`src/rtl/hilo_mdu_ctrl_pkg.sv`:
```
// -----------------------------------------------------------------------------
// hilo_mdu_ctrl_pkg
//   Shared definitions for the EX-stage multiply/divide controller:
//     - legacy DATALENGTH / ZeroWord macros used across the core
//     - md_op_e     : EX-stage mul/div/move-to-HI/LO operation encoding
//     - md_state_e  : controller FSM state encoding
//     - md_is_long  : true for operations that occupy the MDU for several cycles
// -----------------------------------------------------------------------------
`ifndef DATALENGTH
`define DATALENGTH 32
`endif
`ifndef ZeroWord
`define ZeroWord 32'h0000_0000
`endif

package hilo_mdu_ctrl_pkg;

    localparam int MD_DATA_W_DEF = `DATALENGTH;

    typedef enum logic [2:0] {
        MD_NOP   = 3'd0,
        MD_MULT  = 3'd1,
        MD_MULTU = 3'd2,
        MD_DIV   = 3'd3,
        MD_DIVU  = 3'd4,
        MD_MTHI  = 3'd5,
        MD_MTLO  = 3'd6,
        MD_RSVD  = 3'd7
    } md_op_e;

    typedef enum logic [1:0] {
        ST_IDLE     = 2'd0,
        ST_MUL      = 2'd1,
        ST_DIV_WAIT = 2'd2,
        ST_DONE     = 2'd3
    } md_state_e;

    // Multiplies and divides hold the pipeline; moves to HI/LO do not.
    function automatic logic md_is_long(input md_op_e op);
        return (op == MD_MULT) || (op == MD_MULTU) || (op == MD_DIV) || (op == MD_DIVU);
    endfunction

endpackage

```
`src/rtl/hilo_mdu_ctrl_if.sv`:
```
// -----------------------------------------------------------------------------
// hilo_mdu_ctrl_if
//   Handshake bundle between the HI/LO controller and the radix-2 divider.
//     div_start_o  : start request, held high until the result is taken
//     div_annul_o  : abort the operation in flight (EX flush)
//     div_signed_o : 1 = signed divide
//     div_op1_o    : dividend
//     div_op2_o    : divisor
//     div_hi_i     : remainder
//     div_lo_i     : quotient
//     div_busy_i   : divider busy; low while start is high means result valid
//   master = controller side, slave = divider side.
// -----------------------------------------------------------------------------
interface hilo_mdu_ctrl_if #(
    parameter int DATA_W = 32
);
    logic              div_start_o;
    logic              div_annul_o;
    logic              div_signed_o;
    logic [DATA_W-1:0] div_op1_o;
    logic [DATA_W-1:0] div_op2_o;
    logic [DATA_W-1:0] div_hi_i;
    logic [DATA_W-1:0] div_lo_i;
    logic              div_busy_i;

    modport master (
        output div_start_o, div_annul_o, div_signed_o, div_op1_o, div_op2_o,
        input  div_hi_i, div_lo_i, div_busy_i
    );

    modport slave (
        input  div_start_o, div_annul_o, div_signed_o, div_op1_o, div_op2_o,
        output div_hi_i, div_lo_i, div_busy_i
    );
endinterface

```
`src/rtl/hilo_mdu_ctrl_mdu_mul.sv`:
```
// -----------------------------------------------------------------------------
// mdu_mul
//   MUL_CYCLES-stage (DATA_W+1)x(DATA_W+1) signed multiplier. Operands are
//   captured on ld_i and extended by one bit (sign or zero according to
//   sgn_i), so one signed multiplier serves both MULT and MULTU. The product
//   is valid MUL_CYCLES-1 clocks after the first cycle following capture,
//   i.e. in the last MUL-state cycle of the controller.
//   Ports:
//     clk     clock
//     ld_i    capture a_i/b_i/sgn_i this edge
//     sgn_i   1 = sign-extend operands, 0 = zero-extend
//     a_i,b_i raw DATA_W operands
//     prod_o  low 2*DATA_W bits of the product (the full MIPS HI:LO result)
//   Pure datapath: no reset, the controller's counter qualifies prod_o.
// -----------------------------------------------------------------------------
module mdu_mul #(
    parameter int DATA_W     = 32,
    parameter int MUL_CYCLES = 1
) (
    input  logic                  clk,
    input  logic                  ld_i,
    input  logic                  sgn_i,
    input  logic [DATA_W-1:0]     a_i,
    input  logic [DATA_W-1:0]     b_i,
    output logic [2*DATA_W-1:0]   prod_o
);

    logic signed [DATA_W:0]   opa_p0;
    logic signed [DATA_W:0]   opb_p0;
    logic [2*DATA_W-1:0]      prod_p1;

    // Product of two DATA_W+1 operands, truncated to 2*DATA_W bits. Extending
    // both operands to 2*DATA_W first keeps every bit of the low half exact
    // without carrying the two redundant top bits around.
    function automatic logic [2*DATA_W-1:0] mul_trunc(
        input logic signed [DATA_W:0] a,
        input logic signed [DATA_W:0] b
    );
        logic signed [2*DATA_W-1:0] a_x;
        logic signed [2*DATA_W-1:0] b_x;
        a_x = {{(DATA_W-1){a[DATA_W]}}, a};
        b_x = {{(DATA_W-1){b[DATA_W]}}, b};
        return a_x * b_x;
    endfunction

    // ---- stage p0: operand capture at issue ----
    always_ff @(posedge clk) begin
        if (ld_i) begin
            opa_p0 <= {sgn_i & a_i[DATA_W-1], a_i};
            opb_p0 <= {sgn_i & b_i[DATA_W-1], b_i};
        end
    end

    // ---- stage p1: multiply ----
    assign prod_p1 = mul_trunc(opa_p0, opb_p0);

    generate
        if (MUL_CYCLES <= 1) begin : g_single
            assign prod_o = prod_p1;
        end else begin : g_pipe
            logic [MUL_CYCLES-2:0][2*DATA_W-1:0] prod_q;

            // ---- stages p2..: product pipeline ----
            always_ff @(posedge clk) begin
                prod_q[0] <= prod_p1;
                for (int k = 1; k < MUL_CYCLES - 1; k++) begin
                    prod_q[k] <= prod_q[k-1];
                end
            end

            assign prod_o = prod_q[MUL_CYCLES-2];
        end
    endgenerate

endmodule

```
`src/rtl/hilo_mdu_ctrl.sv`:
```
// -----------------------------------------------------------------------------
// hilo_mdu_ctrl
//   EX-stage multiply/divide controller and owner of the HI/LO registers.
//   Decodes MULT/MULTU/DIV/DIVU/MTHI/MTLO, runs the internal mdu_mul,
//   sequences the external divider and stalls EX until the result lands in
//   HI/LO.
//   Ports:
//     clk, rst   clock, synchronous active-high reset
//     valid_i    EX instruction valid
//     op_i       md_op_e operation
//     rs_i,rt_i  operands (sampled only at issue)
//     flush_i    EX flush; aborts everything, no HI/LO write
//     stall_o    hold EX and earlier stages
//     hi_o,lo_o  architectural HI/LO
//     div_bus    divider handshake (master side)
// -----------------------------------------------------------------------------
module hilo_mdu_ctrl
    import hilo_mdu_ctrl_pkg::*;
#(
    parameter int DATA_W     = MD_DATA_W_DEF,
    parameter int MUL_CYCLES = 1
) (
    input  logic                clk,
    input  logic                rst,
    input  logic                valid_i,
    input  logic [2:0]          op_i,
    input  logic [DATA_W-1:0]   rs_i,
    input  logic [DATA_W-1:0]   rt_i,
    input  logic                flush_i,
    output logic                stall_o,
    output logic [DATA_W-1:0]   hi_o,
    output logic [DATA_W-1:0]   lo_o,
    hilo_mdu_ctrl_if.master     div_bus
);

    localparam int              CNT_W    = 2;
    localparam logic [CNT_W-1:0] MUL_LAST = CNT_W'(MUL_CYCLES - 1);

    md_state_e           state_q, state_d;
    logic [CNT_W-1:0]    cnt_q, cnt_d;
    logic [DATA_W-1:0]   hi_q, hi_d;
    logic [DATA_W-1:0]   lo_q, lo_d;
    logic                div_start_q, div_start_d;
    logic                div_signed_q, div_signed_d;
    logic [DATA_W-1:0]   div_op1_q, div_op1_d;
    logic [DATA_W-1:0]   div_op2_q, div_op2_d;
    logic                stall;
    logic                mul_ld;
    logic                mul_sgn;
    logic [2*DATA_W-1:0] mul_prod;
    md_op_e              op;

    assign op = md_op_e'(op_i);

    mdu_mul #(
        .DATA_W     (DATA_W),
        .MUL_CYCLES (MUL_CYCLES)
    ) u_mul (
        .clk    (clk),
        .ld_i   (mul_ld),
        .sgn_i  (mul_sgn),
        .a_i    (rs_i),
        .b_i    (rt_i),
        .prod_o (mul_prod)
    );

    // ---- FSM next state, HI/LO and divider handshake ----
    always_comb begin
        state_d      = state_q;
        cnt_d        = cnt_q;
        hi_d         = hi_q;
        lo_d         = lo_q;
        div_start_d  = div_start_q;
        div_signed_d = div_signed_q;
        div_op1_d    = div_op1_q;
        div_op2_d    = div_op2_q;
        stall        = 1'b0;
        mul_ld       = 1'b0;
        mul_sgn      = 1'b0;

        if (flush_i) begin
            // Flush wins even over a completing result: nothing is written.
            state_d     = ST_IDLE;
            cnt_d       = '0;
            div_start_d = 1'b0;
        end else begin
            unique case (state_q)
                ST_IDLE: begin
                    if (valid_i) begin
                        stall = md_is_long(op);
                        unique case (op)
                            MD_MULT, MD_MULTU: begin
                                mul_ld  = 1'b1;
                                mul_sgn = (op == MD_MULT);
                                cnt_d   = '0;
                                state_d = ST_MUL;
                            end
                            MD_DIV, MD_DIVU: begin
                                div_op1_d    = rs_i;
                                div_op2_d    = rt_i;
                                div_signed_d = (op == MD_DIV);
                                div_start_d  = 1'b1;
                                state_d      = ST_DIV_WAIT;
                            end
                            MD_MTHI: hi_d = rs_i;
                            MD_MTLO: lo_d = rs_i;
                            default: ;
                        endcase
                    end
                end
                ST_MUL: begin
                    stall = 1'b1;
                    if (cnt_q == MUL_LAST) begin
                        {hi_d, lo_d} = mul_prod;
                        cnt_d        = '0;
                        state_d      = ST_DONE;
                    end else begin
                        cnt_d = cnt_q + CNT_W'(1);
                    end
                end
                ST_DIV_WAIT: begin
                    stall = 1'b1;
                    if (!div_bus.div_busy_i) begin
                        hi_d        = div_bus.div_hi_i;
                        lo_d        = div_bus.div_lo_i;
                        div_start_d = 1'b0;
                        state_d     = ST_DONE;
                    end
                end
                ST_DONE: begin
                    // Same instruction still sits in EX this cycle; let it go.
                    div_start_d = 1'b0;
                    state_d     = ST_IDLE;
                end
                default: state_d = ST_IDLE;
            endcase
        end
    end

    // ---- state register ----
    always_ff @(posedge clk) begin
        if (rst) begin
            state_q      <= ST_IDLE;
            cnt_q        <= '0;
            hi_q         <= '0;
            lo_q         <= '0;
            div_start_q  <= 1'b0;
            div_signed_q <= 1'b0;
            div_op1_q    <= '0;
            div_op2_q    <= '0;
        end else begin
            state_q      <= state_d;
            cnt_q        <= cnt_d;
            hi_q         <= hi_d;
            lo_q         <= lo_d;
            div_start_q  <= div_start_d;
            div_signed_q <= div_signed_d;
            div_op1_q    <= div_op1_d;
            div_op2_q    <= div_op2_d;
        end
    end

    assign stall_o              = stall;
    assign hi_o                 = hi_q;
    assign lo_o                 = lo_q;
    assign div_bus.div_start_o  = div_start_q;
    assign div_bus.div_annul_o  = flush_i;
    assign div_bus.div_signed_o = div_signed_q;
    assign div_bus.div_op1_o    = div_op1_q;
    assign div_bus.div_op2_o    = div_op2_q;

endmodule
```
`src/flat_wrapper.sv`:
```
// flat-port wrapper written by rule: the top's interface ports become plain ports
module hilo_mdu_ctrl_flat import hilo_mdu_ctrl_pkg::*;
#(
    parameter int DATA_W     = MD_DATA_W_DEF,
    parameter int MUL_CYCLES = 1
)
  (clk, rst, valid_i, op_i, rs_i, rt_i, flush_i, stall_o, hi_o, lo_o, div_bus_div_start_o, div_bus_div_annul_o, div_bus_div_signed_o, div_bus_div_op1_o, div_bus_div_op2_o, div_bus_div_hi_i, div_bus_div_lo_i, div_bus_div_busy_i);
  hilo_mdu_ctrl_if #(.DATA_W(DATA_W)) div_bus_i ();
  input  logic clk;
  input  logic rst;
  input  logic valid_i;
  input  logic [2:0] op_i;
  input  logic [DATA_W-1:0] rs_i;
  input  logic [DATA_W-1:0] rt_i;
  input  logic flush_i;
  output logic stall_o;
  output logic [DATA_W-1:0] hi_o;
  output logic [DATA_W-1:0] lo_o;
  output wire logic [$bits(div_bus_i.div_start_o)-1:0] div_bus_div_start_o;
  output wire logic [$bits(div_bus_i.div_annul_o)-1:0] div_bus_div_annul_o;
  output wire logic [$bits(div_bus_i.div_signed_o)-1:0] div_bus_div_signed_o;
  output wire logic [$bits(div_bus_i.div_op1_o)-1:0] div_bus_div_op1_o;
  output wire logic [$bits(div_bus_i.div_op2_o)-1:0] div_bus_div_op2_o;
  input wire logic [$bits(div_bus_i.div_hi_i)-1:0] div_bus_div_hi_i;
  input wire logic [$bits(div_bus_i.div_lo_i)-1:0] div_bus_div_lo_i;
  input wire logic [$bits(div_bus_i.div_busy_i)-1:0] div_bus_div_busy_i;
  assign div_bus_div_start_o = div_bus_i.div_start_o;
  assign div_bus_div_annul_o = div_bus_i.div_annul_o;
  assign div_bus_div_signed_o = div_bus_i.div_signed_o;
  assign div_bus_div_op1_o = div_bus_i.div_op1_o;
  assign div_bus_div_op2_o = div_bus_i.div_op2_o;
  assign div_bus_i.div_hi_i = div_bus_div_hi_i;
  assign div_bus_i.div_lo_i = div_bus_div_lo_i;
  assign div_bus_i.div_busy_i = div_bus_div_busy_i;
  hilo_mdu_ctrl #(.DATA_W(DATA_W), .MUL_CYCLES(MUL_CYCLES)) u_core (.clk(clk), .rst(rst), .valid_i(valid_i), .op_i(op_i), .rs_i(rs_i), .rt_i(rt_i), .flush_i(flush_i), .stall_o(stall_o), .hi_o(hi_o), .lo_o(lo_o), .div_bus(div_bus_i));
endmodule
```
`config.mk`:
```
export PLATFORM = sky130hd
export DESIGN_NAME = hilo_mdu_ctrl_flat
export DESIGN_NICKNAME = d
export VERILOG_FILES = /design/src/rtl/hilo_mdu_ctrl_pkg.sv /design/src/rtl/hilo_mdu_ctrl_if.sv /design/src/rtl/hilo_mdu_ctrl_mdu_mul.sv /design/src/rtl/hilo_mdu_ctrl.sv /design/src/flat_wrapper.sv
export SDC_FILE = /design/constraint.sdc
export NUM_CORES = 2
export LEC_CHECK = 0
export ABC_AREA = 1
export BUFFER_PORTS_ARGS = -buffer_cell sky130_fd_sc_hd__buf_2
export CORE_ASPECT_RATIO = 0.5
export CORE_MARGIN = 1
export CORE_UTILIZATION = 59
export DETAILED_ROUTE_END_ITERATION = 16
export GPL_ROUTABILITY_DRIVEN = 0
export GPL_TIMING_DRIVEN = 0
export PLACE_DENSITY = 0.86
export SLEW_MARGIN = 10
export SYNTH_ARGS = -nofsm -noshare
export SYNTH_HDL_FRONTEND = slang
export SYNTH_SLANG_ARGS = --single-unit
export TNS_END_PERCENT = 50
```
`constraint.sdc`:
```
create_clock -name clk -period 7 [get_ports clk]
set_input_delay 1.4 -clock clk [delete_from_list [all_inputs] [get_ports clk]]
set_output_delay 1.4 -clock clk [all_outputs]
set_load 0.01 [all_outputs]
```
==> metrics.cfg, run 1 <==
[placed_design]
post-dp-hpwl_um = 153000
portBuffers = 267
pre_cts_slack_ps = -2050
postPlaceCellArea_mm2 = 0.0514

[clocking]
clockBufferDepth = 2
cts_made_buffers = 17
h-tree-depth = 4
cts_sinks = 200
holdBufCountCts = 0
clockRootBuffer = clkbuf_16

[logic_synthesis]
ys_seq_elements = 200
synth_flop_cell = dfxtp_1
ys_seq_area_share_pct = 9.60
synthesis.instances = 6199
syn_area_mm2 = 0.0486
synth_nets = 7679
synth-edff-count = 66
async_flop_share_pct = 0
yosysWarningCount = 0
yosys.cell_types.count = 46
avgSynthCellArea_um2 = 7.84

[status]
status = did not finish
haltStage = 5_1_grt
tool.error = [ERROR GRT-0232] Routing congestion too high. Check the congestion heatmap in the GUI.

[floorplanning]
start_util_pct = 60.4
die_w_um = 408
io_pins = 268
die_height_um = 205
fp-row-count = 73

[global_route]
overflow = 1076
grt_max_degree = 34
grt_usage_pct = 78.0

[timing]
worstEpCategory = sequential cell input
postGrtWorstEndpoint = u_core.hi_o[28]$_SDFFE_PP0P_/D

[through the flow]
step / std cells / hold slack (ps)
floorplan: 6199 / 458
global placement: 7553 / 447
detailed placement: 7555 / 456
CTS: 7720 / 466
[cell families after synthesis]
group,count (synthesis),synth area share (%)
AOI/OAI and AO/OA,461,5.04
and+or+nand+nor,2017,16.3
DFF,200,9.60
adders and majority gates,1344,52.0
buffers and inverters,2166,16.9
xor gates and xnor gates,11,0.198
[synthesized netlist by cell type, types with 7 or more instances]
master    instances  share of area, %
a21o_1            7              0.11
a21oi_1         187               1.9
a31oi_1          11              0.14
buf_2            11              0.11
clkbuf_1        308               2.4
dfxtp_1         134               5.5
edfxtp_1         66               4.1
fa_1           1125                46
ha_1            219               5.6
inv_1          1829                14
inv_2             8             0.062
nand2_1        1544                12
nand2_2           9              0.12
nand3_1          82              0.84
nand4_1          21              0.27
nor2_1          305               2.4
nor2_2            8              0.10
nor3_1           10              0.10
o21ai_0         200               2.1
o21ai_1          21              0.22
o21bai_1          9              0.14
or2_2            13              0.17
[what timing repair did]
action	CTS
resized for setup	806
pin swaps	206
gates cloned	2
buffers inserted	190
endpoints found under the setup margin	53
[layer usage]
layer | global-route usage [%] | GRT overflow
met3 | 74.6 | 160
met1 | 75.1 | 163
met2 | 88.7 | 463
met4 | 69.6 | 263
met5 | 71.5 | 27
==> inputs of run 2 (changes only) <==
--- a/config.mk
+++ b/config.mk
@@ -7,13 +7,12 @@
 export LEC_CHECK = 0
 export ABC_AREA = 1
 export BUFFER_PORTS_ARGS = -buffer_cell sky130_fd_sc_hd__buf_2
-export CORE_ASPECT_RATIO = 0.5
 export CORE_MARGIN = 1
-export CORE_UTILIZATION = 59
+export CORE_UTILIZATION = 40
 export DETAILED_ROUTE_END_ITERATION = 16
 export GPL_ROUTABILITY_DRIVEN = 0
 export GPL_TIMING_DRIVEN = 0
-export PLACE_DENSITY = 0.86
+export PLACE_DENSITY_LB_ADDON = 0.15
 export SLEW_MARGIN = 10
 export SYNTH_ARGS = -nofsm -noshare
 export SYNTH_HDL_FRONTEND = slang
==> constraint.sdc (replaced) <==
create_clock -name clk -period 9.1 [get_ports clk]
set_input_delay 1.82 -clock clk [delete_from_list [all_inputs] [get_ports clk]]
set_output_delay 1.82 -clock clk [all_outputs]
set_load 0.01 [all_outputs]
==> run 2 against run 1 <==
The flow now finishes without violations. Area after synthesis stayed put. Synthesized cell count unchanged.
==> metrics.cfg, run 2 <==
[cells_and_area]
layout_common_cells = inv_1, nand2_1, fa_1
regArea_mm2 = 0.00466
instances_no_fill = 8119
syn_to_final_growth_pct = 8.51
multi_input_area_mm2 = 0.0358
drive_above_1_share_pct = 6.70
nets = 7970
largestRegisters = u_core.u_mul.opa_p0 (33), u_core.u_mul.opb_p0 (33)
mostFrequentLayoutCell = inv_1
fillers = 12600

[logic_synthesis]
ys_seq_elements = 200  ; unchanged
ys_seq_area_share_pct = 9.60  ; unchanged
yosysTopAreaCell = fa_1
async_flop_share_pct = 0  ; unchanged
yosysMostFrequentCell = inv_1
avgSynthCellArea_um2 = 7.84  ; unchanged
synthesis.instances = 6199  ; unchanged
syn_area_mm2 = 0.0486  ; unchanged
synth_area_leaders = fa_1, inv_1, nand2_1
synth_flop_cell = dfxtp_1
yosysWarningCount = 0  ; unchanged
netlist.area_leader.share_pct = 46.3  ; unchanged
synthTopCellsByCount = inv_1, nand2_1, fa_1
synth-edff-count = 66  ; unchanged
yosys.cell_types.count = 46  ; unchanged
synth_nets = 7679  ; unchanged

[routing]
postRouteAntennaNets = 0
wire_per_inst_um = 25.3
firstDrtPassIters = 12
drt_iter0_markers = 4185
drc = 0
via_count = 41900
via_per_inst = 5.16
routed_wl_um = 206000

[min_path]
hold_path.class = reg2reg
hold_depth = 2

[floorplanning]
die_height_um = 351  ; +71%
start_util_pct = 40.5  ; -20 points
die-area_mm2 = 0.123
core_region_area_mm2 = 0.120
fp-row-count = 127  ; +74%
die_w_um = 351  ; -14%
io_pins = 268  ; unchanged

[placed_design]
portBuffers = 267  ; unchanged
post-dp-hpwl_um = 174000  ; +14%
placedCellCount = 8080  ; +6.9%

[timing]
worst_slew_pin_slew_ps = 1340
drv_slew = 0
whs_ps = 448
finalClockSkew_ps = 11.7
period_needed_ps = 9030
min_period_over_period_pct = 99.2
finalSetupViolations = 0
hold_viol_final = 0
fmax_mhz = 111
relSlewSlack_pct = 10.8
grt_setup_unrepaired = true

[worst_setup_path]
slowest_delay_ps = 970
cp_max_fo = 10
cp.depth = 27
slowest_stage = edfxtp_1
cp-end-kind = flop
cp.arrival_ps = 9380
worst_setup_path_start_kind = flop
worstPathRequired_ps = 9450
path_buf_inv = 8
crit_top_cell = fa_1
reg2reg_depth = 27
timing_worst_setup_path_type = reg2reg
critPathTopFamily = adder cells

[global_route]
antenna_found_initial = 6
overflow = 0
grt_max_degree = 29
grt.met2_usage_pct = 52.9
grtUsageMet1_pct = 43.8
busiest_layer = met2
grt_pass1_wl_um = 298000
grt_pass1_vias = 43600
grt_usage_pct = 34.3
met3_usage_pct = 8.69

[clocking]
h-tree-depth = 4  ; unchanged
clockRootBuffer = clkbuf_16
clockBufferDepth = 2  ; unchanged
cts_tree = done
cts_made_buffers = 17  ; unchanged
cts_sinks = 200  ; unchanged
clk_latency_ps = 460
clkTransAtPathRegs_ps = 80

[status]
status = finished clean

[job]
drv_cap = 0

[run 2: through the flow]
step | utilization [%] | worst slack (ps) | area, um^2 | setup TNS (ps)
after CTS | 43.9 | 34.6 | 52700 | 0
after detailed placement | 43.3 | -974 | 52000 | -10060
after global routing | 43.9 | -8.64 | 52700 | -8.64
after floorplan | - | 1750 | 48600 | 0
final | 43.9 | 73.1 | 52700 | 0
after global placement | 43.3 | -1210 | 52000 | -14960
[run 2: tightest hold or removal path, delay by kind of cell (launching register included)]
family,cells,cell delay [ps]
buffers and inverters,1,40
AO/OA/AOI/OAI,1,50
flip-flops,1,310
[run 2: cell families after synthesis]
family	share of synthesized area (%)
xor gates and xnor gates	0.198
and+or+nand+nor	16.3
DFF	9.60
buffers and inverters	16.9
AOI/OAI and AO/OA	5.04
adders and majority gates	52.0
[run 2: timing repair]
action                                  4_1_cts  5_1_grt
setup buffers                                11        6
hold endpoints to repair                      0        0
endpoints found under the setup margin       19       29
gates resized for setup                      14       88
hold buffers                                  0        0
pin swaps                                     0        0
[run 2: path summary, 6_finish.rpt]
path	from	endpoint	slack, ps
worst max-delay path	u_core.u_mul.opb_p0[15]	u_core.lo_o[27]	70
worst min register to register	u_core.div_bus.div_start_o	u_core.div_bus.div_start_o	450
worst max register to register	u_core.u_mul.opb_p0[15]	u_core.lo_o[27]	70
worst min-delay path	u_core.div_bus.div_start_o	u_core.div_bus.div_start_o	450
[run 2: layout make-up]
cell class,count,share of cell area [%]
clock inverters,14,0.259
multi-input cells,3833,67.8
repair buffers,286,2.85
flip-flops and latches,200,8.84
inverters,1837,13.1
diodes,4,0.0190
clock buffers,18,0.833
well taps,1612,3.82
plain buffers,315,2.46
[run 2: per-layer routing]
layer	part of all wire (%)	vias up
li1	-	18100
met1	38	20900
met2	44	2436
met3	11	549
met4	7.1	14
met5	0.042	-
Power of run 2 is not shown: default switching activity piles up to over one toggle a cycle in this logic, so the estimate is an artifact.
